<file path="src/rtl/wallace_csa_pipe8_pkg.sv">
// Shared constants and helpers for the 8x8 Wallace-tree carry-save front end.
package wallace_csa_pipe8_pkg;

  localparam int OP_W    = 8;
  localparam int OUT_W   = 2 * OP_W;
  localparam int TAG_W   = 4;
  localparam int LATENCY = 3;

  typedef logic [OUT_W-1:0] vec_t;

  // Partial-product row: multiplicand gated by one multiplier bit, placed at its weight.
  function automatic vec_t pp_row(input logic [OP_W-1:0] a, input logic b_bit, input int sh);
    vec_t r;
    r = vec_t'(a & {OP_W{b_bit}});
    return r << sh;
  endfunction

endpackage

</file>
<file path="src/rtl/csa_row.sv">
// 3:2 carry-save compressor over W bits; carry vector is pre-shifted to its weight.
module csa_row #(
  parameter int W = 16
) (
  input  logic [W-1:0] x,
  input  logic [W-1:0] y,
  input  logic [W-1:0] z,
  output logic [W-1:0] s,
  output logic [W-1:0] c
);

  logic [W-2:0] maj;

  // The top majority bit would land past the result width, so it is never formed.
  assign maj = (x[W-2:0] & y[W-2:0]) | (x[W-2:0] & z[W-2:0]) | (y[W-2:0] & z[W-2:0]);
  assign s   = x ^ y ^ z;
  assign c   = {maj, 1'b0};

endmodule

</file>
<file path="src/rtl/wallace_csa_pipe8.sv">
// Three-stage pipelined 8x8 unsigned Wallace-tree reduction to sum/carry vectors
// feeding a 16-bit final adder; valid/ready on both sides with no bubbles.
module wallace_csa_pipe8
  import wallace_csa_pipe8_pkg::*;
(
  input  logic             clk,
  input  logic             rst,
  input  logic             in_valid,
  output logic             in_ready,
  input  logic [OP_W-1:0]  in_a,
  input  logic [OP_W-1:0]  in_b,
  input  logic [TAG_W-1:0] in_tag,
  output logic             out_valid,
  input  logic             out_ready,
  output logic [OUT_W-1:0] sum_vec,
  output logic [OUT_W-1:0] carry_vec,
  output logic [TAG_W-1:0] out_tag
);

  logic             v1, v2, v3;
  logic             adv1, adv2, adv3;
  logic [OP_W-1:0]  a1, b1;
  logic [TAG_W-1:0] t1, t2, t3;
  vec_t             r2 [4];
  vec_t             pp [OP_W];
  vec_t             l1_s0, l1_c0, l1_s1, l1_c1;
  vec_t             l2_s0, l2_c0, l2_s1, l2_c1;
  vec_t             l3_s, l3_c;
  vec_t             sum_nxt, carry_nxt;

  // A stage may take new data when it is empty or its contents move on this cycle.
  assign adv3     = !v3 || out_ready;
  assign adv2     = !v2 || adv3;
  assign adv1     = !v1 || adv2;
  assign in_ready = adv1;

  assign out_valid = v3;
  assign out_tag   = t3;

  always_ff @(posedge clk) begin
    if (rst) begin
      v1 <= 1'b0;
      a1 <= '0;
      b1 <= '0;
      t1 <= '0;
    end else if (adv1) begin
      v1 <= in_valid;
      if (in_valid) begin
        a1 <= in_a;
        b1 <= in_b;
        t1 <= in_tag;
      end
    end
  end

  always_comb begin
    for (int i = 0; i < OP_W; i++) begin
      pp[i] = pp_row(a1, b1[i], i);
    end
  end

  // 8 -> 6
  csa_row #(.W(OUT_W)) u_l1a (.x(pp[0]), .y(pp[1]), .z(pp[2]), .s(l1_s0), .c(l1_c0));
  csa_row #(.W(OUT_W)) u_l1b (.x(pp[3]), .y(pp[4]), .z(pp[5]), .s(l1_s1), .c(l1_c1));

  // 6 -> 4
  csa_row #(.W(OUT_W)) u_l2a (.x(l1_s0), .y(l1_c0), .z(l1_s1), .s(l2_s0), .c(l2_c0));
  csa_row #(.W(OUT_W)) u_l2b (.x(l1_c1), .y(pp[6]), .z(pp[7]), .s(l2_s1), .c(l2_c1));

  always_ff @(posedge clk) begin
    if (rst) begin
      v2 <= 1'b0;
      t2 <= '0;
      for (int i = 0; i < 4; i++) r2[i] <= '0;
    end else if (adv2) begin
      v2 <= v1;
      if (v1) begin
        t2    <= t1;
        r2[0] <= l2_s0;
        r2[1] <= l2_c0;
        r2[2] <= l2_s1;
        r2[3] <= l2_c1;
      end
    end
  end

  // 4 -> 3 -> 2
  csa_row #(.W(OUT_W)) u_l3 (.x(r2[0]), .y(r2[1]), .z(r2[2]), .s(l3_s), .c(l3_c));
  csa_row #(.W(OUT_W)) u_l4 (.x(l3_s), .y(l3_c), .z(r2[3]), .s(sum_nxt), .c(carry_nxt));

  always_ff @(posedge clk) begin
    if (rst) begin
      v3        <= 1'b0;
      t3        <= '0;
      sum_vec   <= '0;
      carry_vec <= '0;
    end else if (adv3) begin
      v3 <= v2;
      if (v2) begin
        t3        <= t2;
        sum_vec   <= sum_nxt;
        carry_vec <= carry_nxt;
      end
    end
  end

endmodule

</file>
<file path="config.mk">
export PLATFORM = sky130hd
export DESIGN_NAME = wallace_csa_pipe8
export DESIGN_NICKNAME = d
export VERILOG_FILES = /design/src/rtl/wallace_csa_pipe8_pkg.sv /design/src/rtl/csa_row.sv /design/src/rtl/wallace_csa_pipe8.sv
export SDC_FILE = /design/constraint.sdc
export NUM_CORES = 1
export LEC_CHECK = 0
export CORE_UTILIZATION = 55
export DETAILED_ROUTE_END_ITERATION = 8
export GPL_TIMING_DRIVEN = 0
export HOLD_SLACK_MARGIN = 0.15
export PLACE_DENSITY = 0.86
export SLEW_MARGIN = 5
export SYNTH_ARGS = -nofsm -noshare
export SYNTH_HDL_FRONTEND = slang
export SYNTH_SLANG_ARGS = --single-unit
</file>
<file path="constraint.sdc">
create_clock -name clk -period 2.45 [get_ports clk]
set_clock_uncertainty 0.05 [all_clocks]
set_input_delay 0.49 -clock clk [delete_from_list [all_inputs] [get_ports clk]]
set_output_delay 0.49 -clock clk [all_outputs]
set_load 0.02 [all_outputs]
</file>
* Word-level counts from Yosys, hierarchy flattened
Memories as Yosys holds them, arrays and structs flattened.
Index checks and enable logic that the tools add are counted.
** Word-level totals
- Memories :: 1
- Output and inout port bits :: 38
- Flip-flop bits (word level) :: 62
- Word-level logic and storage cells :: 84
- RAM bits :: 64
- Input bits :: 24
** Memories
- r2 :: depth 4, bits a word 16, read ports 4, clocked after memory_dff 0, wr ports 4, RTL line wallace_csa_pipe8.sv:24 : vec_t r2 [4];
** Operators by class
- Reductions and logical operators :: 9
- Muxes and demuxes :: 10
- Bitwise gates (word level) :: 54
** Operators with widths (count)
- 15-bit OR :: 12
- 15-bit AND :: 10
- 16-bit bitwise XOR :: 6
- 8-bit AND :: 8
- 16-bit two-way mux :: 4
- 16-bit by 10-bit bitwise XOR with 16-bit output :: 1
- 16-bit by 13-bit bitwise XOR with 16-bit output :: 1
- 16-bit by 14-bit bitwise XOR with 16-bit output :: 1
- 16-bit by 15-bit bitwise XOR with 16-bit output :: 1
- 14-bit by 15-bit AND with 15-bit output :: 1
- 15-bit by 14-bit AND with 15-bit output :: 1
- 11-bit by 13-bit AND with 13-bit output :: 1
- 12-bit by 13-bit AND with 13-bit output :: 1
- 11-bit by 12-bit AND with 12-bit output :: 1
- 11-bit by 12-bit bitwise XOR with 12-bit output :: 1
- 8-bit by 10-bit AND with 10-bit output :: 1
- 9-bit by 10-bit AND with 10-bit output :: 1
- 8-bit by 9-bit AND with 9-bit output :: 1
- 8-bit by 9-bit bitwise XOR with 9-bit output :: 1
- 1-bit two-way mux :: 6
- 2-bit AND reduction :: 3
- 1-bit OR :: 4
- 1-bit logical NOT :: 3
- 1-bit logical OR :: 3

* Longest topological paths before layout
Gate-level depths: netlist of the first run.
- Word-level depth :: 8
- Gate-level depth with buffers :: 6
- Depth with buffers taken out :: 6

* Hierarchy
A second synthesis of the first run with hierarchy kept.
** Unflattened totals
- Cell total of the unflattened synthesis :: 583
- Area, all modules :: 7257.0 µm²
** By module, submodules not included
- wallace_csa_pipe8 :: area an instance 5245.0 µm², times used 1, cells each 475, seq. area each 3183.1 µm²
- csa_row :: area an instance 335.3 µm², times used 6, cells each 18, seq. area each 0.0 µm²

* Least setup slack after synthesis of the first run
OpenSTA, ideal clock, no wires.
- Path kind :: register to register
- From :: register b1[2]
- To :: memory r2[0][3] in the netlist's numbering (data pin)
- Stages on the path, launching flop included :: 7
- Buffers on the path :: 1
- Clock period less this slack :: 2.033 ns
- Data arrival time :: 1.728 ns
- Path slack :: 0.417 ns
- Required time :: 2.145 ns
- Setup time :: 0.255 ns
- Cells stage by stage :: dfxtp_1 clkbuf_1 nand2_1 fa_1 inv_1 fa_1 and2_1
** RTL lines
- start: declaration :: RTL line wallace_csa_pipe8.sv:22 : logic [OP_W-1:0] a1, b1;
- start signal: assignment :: RTL line wallace_csa_pipe8.sv:50 : b1 <= in_b;
- end: declaration :: RTL line wallace_csa_pipe8.sv:24

==> results of run 1 <==
==> routing by layer <==
metal	vias up	part of all wire (%)
met5	-	0
met4	0	2.5
met3	24	4.5
met2	119	50
met1	1756	43
li1	1696	-
==> worst max path at each step <==
stage                from  endpoint  slack (ns)  depth (start not counted)
CTS                 b1[2]  r2[0][5]        0.15                          6
global placement      rst  r2[0][1]       -0.43                          4
finish              b1[2]  r2[0][5]        0.16                          6
global route        b1[2]  r2[0][3]        0.04                          6
floorplan           b1[2]  r2[0][3]        0.42                          6
detailed placement    rst  r2[0][2]       -0.45                          4
==> kinds of logic after synthesis <==
kind of cell / synth area share (%)
compound gates: 7.55
fa+ha+maj: 18.3
buf+inv: 6.22
flops: 44.6
mux: 3.86
other cells: 0.0723
simple gates: 19.4
==> synth_stat cells (15+ instances only) <==
master / instances / area (um2)
o21ai_0: 26 / 130
nand2b_1: 41 / 257
ha_1: 15 / 188
nand3_1: 27 / 135
inv_1: 27 / 101
edfxtp_1: 39 / 1170
a21oi_1: 34 / 170
mux2i_1: 20 / 200
fa_1: 38 / 761
nand2_1: 18 / 67.6
dfxtp_1: 57 / 1140
and2_1: 79 / 494
==> flip-flops by register name, summed over array words and instances, names as in the netlist <==
signal     flops
v2             1
t1             4
r2            39
v1             1
a1             8
out_tag        4
out_valid      1
b1             8
carry_vec     11
t2             4
sum_vec       15
==> where the power goes <==
| part | leakage (uW) | switching, uW | internal (uW) |
|---|---|---|---|
| Sequential | 0.000882 | 60.9 | 1740 |
| Clock | 0.0000949 | 569 | 472 |
| Combinational | 0.00156 | 213 | 186 |
==> through the flow <==
step / utilization (%) / setup TNS, ns / std cells / total power [uW] / instance area (um2)
floorplan: - / 0 / 478 / 2070 / 5210
global placement: 64.1 / -16.69 / 644 / 2200 / 5900
detailed placement: 64.1 / -17.36 / 644 / 2230 / 5900
CTS: 66.4 / 0 / 662 / 3250 / 6110
global route: 66.4 / 0 / 662 / 3370 / 6110
finish: 66.4 / 0 / 662 / 3240 / 6110
==> layout by cell type, fill, tap and decap left out, drive strengths merged, types with 15 or more instances in the layout <==
cell type,synthesis,final
and2,79,79
dfxtp,57,57
clkdlybuf4s50,0,54
nand2b,41,41
edfxtp,39,39
fa,38,38
a21oi,34,34
nand3,27,27
inv,27,27
o21ai,26,26
clkbuf,14,23
buf,22,22
mux2i,20,20
nand2,18,18
ha,15,15
==> layout make-up <==
cell class	instances	area (um2)
Buffer	36	221
Clock buffer	9	124
Clock inverter	7	71.3
Fill cell	684	3090
Inverter	27	105
Multi-Input combinational cell	319	2570
Sequential cell	96	2310
Tap cell	111	139
Timing Repair Buffer	55	549
Timing Repair inverter	2	12.5
==> worst register-to-register path: stages, from the launching register on <==
cell	delay [ns]
dfxtp_1	0.32
clkbuf_1	0.35
nand2_1	0.14
fa_1	0.55
inv_1	0.05
fa_1	0.44
and2_1	0.16
==> repair_timing <==
| item | CTS | global route |
|---|---|---|
| setup buffers | 0 | 0 |
| resized for setup | 4 | 0 |
| endpoints found under the setup margin | 40 | 0 |
| hold buffers | 0 | 0 |
==> qor.txt, run 1 <==
Most used cell, CP = fa_1
Slew headroom = 65.6%
Sink Count = 96
Slowest Stage Delay on Critical Path = 0.55 ns
Reg2Reg Depth = 6
Count of different cell masters after synthesis = 24
Reg clk slew, reported paths = 0.09 ns
Critical path peak fanout = 9
Critical path class = register to register
GRT overflow = 0
Max Clk Rate = 436 MHz
Maxcap violations = 0
Clock latency on the worst-skew pair = 0.37 ns
Root Driver = clkbuf_8
CTS tree = done
Largest net degree at the start of global routing = 20
Starting density of the core = 56.4%
Via density per instance = 5.43
Slew @ Worst Pin = 0.516 ns
Cts bufs inserted = 9
GRT busiest layer = met2
Worst VDD drop = 0.251 mV
Outcome = completed
Hold Path Stages = 2
Hold_ws = 0.430 ns
Period utilization = 93.6%
Leakage = 0.00254 uW
WHS Endpoint = out_tag[2]
First-pass GRT wire length = 17.4 mm
Post-synthesis sequential area ratio = 44.6%
Final Critical Period = 2.29 ns
RSZ-0062 raised after global routing = false
YS warnings = 0
Crit path buf inv count = 2
Gate count of the mapped netlist = 473
Initial antenna violation count = 0
Max Slew Vio Count = 0
Post-place setup slack = -0.447 ns
Iteration-0 DRC count of the detailed router = 250
FFs w/ async S/R, synth = 0%
Worst-path cell with the longest stage delay = fa_1
Die area = 9820 um2
Placed wire-length estimate = 7.89 mm
Port buffer count = 55
Num rows = 35
Area growth syn-to-layout = 17.8%
Final ANT Viol Nets = 0
Routability cong. = 0.871
Power per cell area = 530 nW/um2
Worst Path Arrival = 2.37 ns
Drt first pass iters = 4
Crit path max-delay family = adder cells
IO Pins = 62
Cell area after synthesis = 5190 um2
Share of layout cells above drive strength 1 = 7.80%
All-layer global routing usage = 22.8%
Worst Hold Launch = out_tag[2]
#FFs+latches synth = 96
Core area = 9200 um2
Setup violators final = 0
Crit start category = register
Vias = 3595
Worst flop-to-flop path startpoint = b1[2]
Post-synth EDFFs = 39
Worst Hold Class = register to register
Met1 Track Usage GR = 27.7%
Die width = 99.1 um
Req. time, crit path = 2.52 ns
DRC = 0
GR met3 Demand/Resource = 4.71%
Synth Flop Type = dfxtp_1
Critical Path, Cell by Cell = clkbuf_1 > nand2_1 > fa_1 > inv_1 > fa_1 > and2_1
Avg WL per Cell = 15.7 um
Total wire length = 10.4 mm
RR Endpoint = r2[0][5]
Met2 usage = 39.8%
Fin. Hold Viols = 0
Syn avg cell area = 11.0 um2
CP Capture Type = register
Vias in the first global route = 3636
# diodes = 0
Die Y = 99.1 um
Reg2Reg Setup Slack = 0.16 ns
CTS max path bufs = 2
NumNets Final = 623
Final WS setup = 0.157 ns
H-Tree Depth = 3
No activity file was read; power rests on OpenSTA's default activity.
==> run 2, diff against run 1 <==
--- a/config.mk
+++ b/config.mk
@@ -9,7 +9,7 @@
 export DETAILED_ROUTE_END_ITERATION = 8
 export GPL_TIMING_DRIVEN = 0
 export HOLD_SLACK_MARGIN = 0.15
-export PLACE_DENSITY = 0.86
+export PLACE_DENSITY = 0.79
 export SLEW_MARGIN = 5
 export SYNTH_ARGS = -nofsm -noshare
 export SYNTH_HDL_FRONTEND = slang
==> run 2 against run 1 <==
Non-clock buffer count grew 1. Wire length shrank 7.0%. Critical path depth is the same. First-iteration DRC count shrank 42%. Combinational power is essentially flat. Register-to-register slack is essentially flat. Total power shrank 2.1%. Flip-flop and latch count is the same. Critical path type unchanged. Largest power group unchanged.
==> qor.txt, run 2 (same netlist as run 1, synthesis figures left out) <==
Outcome = completed
Hold buffers post-CTS = 0 (unchanged)
Via density per instance = 5.19 (-4.4%)
Die area = 9820 um2 (unchanged)
Req. time, crit path = 2.52 ns (about the same)
Fillers = 745 (+8.9%)
Vias = 3442 (-4.3%)
Avg WL per Cell = 14.5 um (-7.2%)
Slew headroom = 59.9% (-5.6 points)
Comb pwr share = 12.6% (+0.3 points)
Clock latency on the worst-skew pair = 0.36 ns (about the same)
Total wire length = 9.64 mm (-7.0%)
H-Tree Depth = 3 (unchanged)
Die width = 99.1 um (unchanged)
GRT overflow = 0 (unchanged)
Cell-internal power = 2310 uW (-3.5%)
Regs by FF count = r2 x39, sum_vec x15, carry_vec x11
Power per cell area = 519 nW/um2 (-1.9%)
CTS tree = done
Num rows = 35 (unchanged)
Worst Path Arrival = 2.37 ns (about the same)
Placed cell count = 644 (unchanged)
Clock power frac = 30.8% (-1.4 points)
RSZ-0062 raised after global routing = false
Max reg flops = 39 (unchanged)
Sw frac = 27.1% (+1.1 points)
Post-Layout Cell Count = 663 (+0.15%)
Core area = 9200 um2 (unchanged)
Largest net degree at the start of global routing = 20 (unchanged)
All-layer global routing usage = 21.1% (-1.7 points)
Design Area, Final = 6100 um2 (-0.12%)
Slew @ Worst Pin = 0.601 ns (+0.0850 ns)
Final ANT Viol Nets = 0 (unchanged)
Largest register by flop count = r2
Critical path peak fanout = 9 (unchanged)
# diodes = 0 (unchanged)
Crit start category = register
Commonest non-fill, non-tap cell in the layout = and2_1
Cell Area, Placed = 5900 um2 (unchanged)
Area growth syn-to-layout = 17.6%
Setup violators final = 0 (unchanged)
IO Pins = 62 (unchanged)
CP Capture Type = register
Die Y = 99.1 um (unchanged)
Worst VDD drop = 0.295 mV (+18%)
Period utilization = 94.0% (+0.38 points)
Sink Count = 96 (unchanged)
Cts bufs inserted = 9 (unchanged)
Share of layout cells above drive strength 1 = 8.15% (+0.35 points)
Max Slew Vio Count = 0 (unchanged)
Drt first pass iters = 4 (unchanged)
Worst Hold Class = register to register
Vias in the first global route = 3327 (-8.5%)
Initial antenna violation count = 0 (unchanged)
Placed wire-length estimate = 7.33 mm (-7.1%)
Max Clk Rate = 434 MHz (-0.41%)
Reg clk slew, reported paths = 0.10 ns (about the same)
Final Critical Period = 2.30 ns (+0.00938 ns)
Routability cong. = 0.866 (-0.62%)
Commonest non-fill, non-tap cells in the layout = and2_1 (79), dfxtp_1 (57), clkdlybuf4s50_1 (54), nand2b_1 (41), edfxtp_1 (39)
Switching pwr = 860 uW (+2.1%)
Starting density of the core = 56.4% (unchanged)
Maxcap violations = 0 (unchanged)
Iteration-0 DRC count of the detailed router = 144 (-42%)
Critical path class = register to register
First-pass GRT wire length = 16.1 mm (-7.4%)
Root Driver = clkbuf_8
Fin. Hold Viols = 0 (unchanged)
NumNets Final = 624 (+0.16%)
CTS max path bufs = 2 (unchanged)
Port buffer count = 55 (unchanged)
Leakage = 0.00254 uW (about the same)
DRC = 0 (unchanged)
Reg power frac = 56.6% (+1.1 points)
run 2: worst paths after layout:
path | depth (start not counted) | end | slack (ns) | start
worst min register to register | 2 | carry_vec[6] | 0.43 | carry_vec[6]
worst max-delay path | 6 | r2[0][5] | 0.15 | b1[2]
worst max register to register | 6 | r2[0][5] | 0.15 | b1[2]
worst min-delay path | 2 | carry_vec[6] | 0.43 | carry_vec[6]
run 2: final cells by class:
class,instances,area (um2),share of cell area (%)
Buffer,36,221,3.63
Clock buffer,10,128,2.09
Clock inverter,6,50.0,0.820
Inverter,27,105,1.72
Multi-Input combinational cell,319,2570,42.2
Sequential cell,96,2310,37.9
Tap cell,111,139,2.28
Timing Repair Buffer,56,557,9.12
Timing Repair inverter,2,15.0,0.246
run 2: routing by layer:
layer	wire, um	up-vias	track usage, %
li1	-	1700	-
met3	447	19	4.08
met5	0	-	0
met2	4640	90	35.9
met4	167	0	8.14
met1	4390	1633	26.9
run 2: metrics by stage:
stage	worst slack (ns)	hold slack, ns	utilization (%)	setup TNS (ns)	total power, uW
6_report	0.148	0.429	66.4	0	3170
5_1_grt	0.0610	0.456	66.4	0	3300
4_1_cts	0.0952	0.428	66.3	0	3190
3_5_place_dp	-0.511	0.415	64.1	-19.89	2230
3_3_place_gp	-0.498	0.412	64.1	-19.36	2210
2_1_floorplan	0.417	0.393	-	0	2070
run 2: worst max-delay path: stages, from the launching register on:
cell and delay, ns:
dfxtp_1 0.32, clkbuf_1 0.34, nand2_1 0.14, fa_1 0.56, inv_1 0.05, fa_1 0.45, and2_1 0.16
run 2: timing repair:
action	4_1_cts	5_1_grt
cloned	2	0
setup endpoints to repair	40	19
setup buffers	0	1
gates resized for setup	5	0
run 2: power by group through the flow:
stage | sequential, uW | clock [uW] | combinational (uW)
after floorplan | 1830 | 0 | 234
after global placement | 1830 | 0 | 380
after detailed placement | 1830 | 0 | 391
after CTS | 1800 | 992 | 398
after global routing | 1810 | 1050 | 445
final | 1800 | 976 | 398
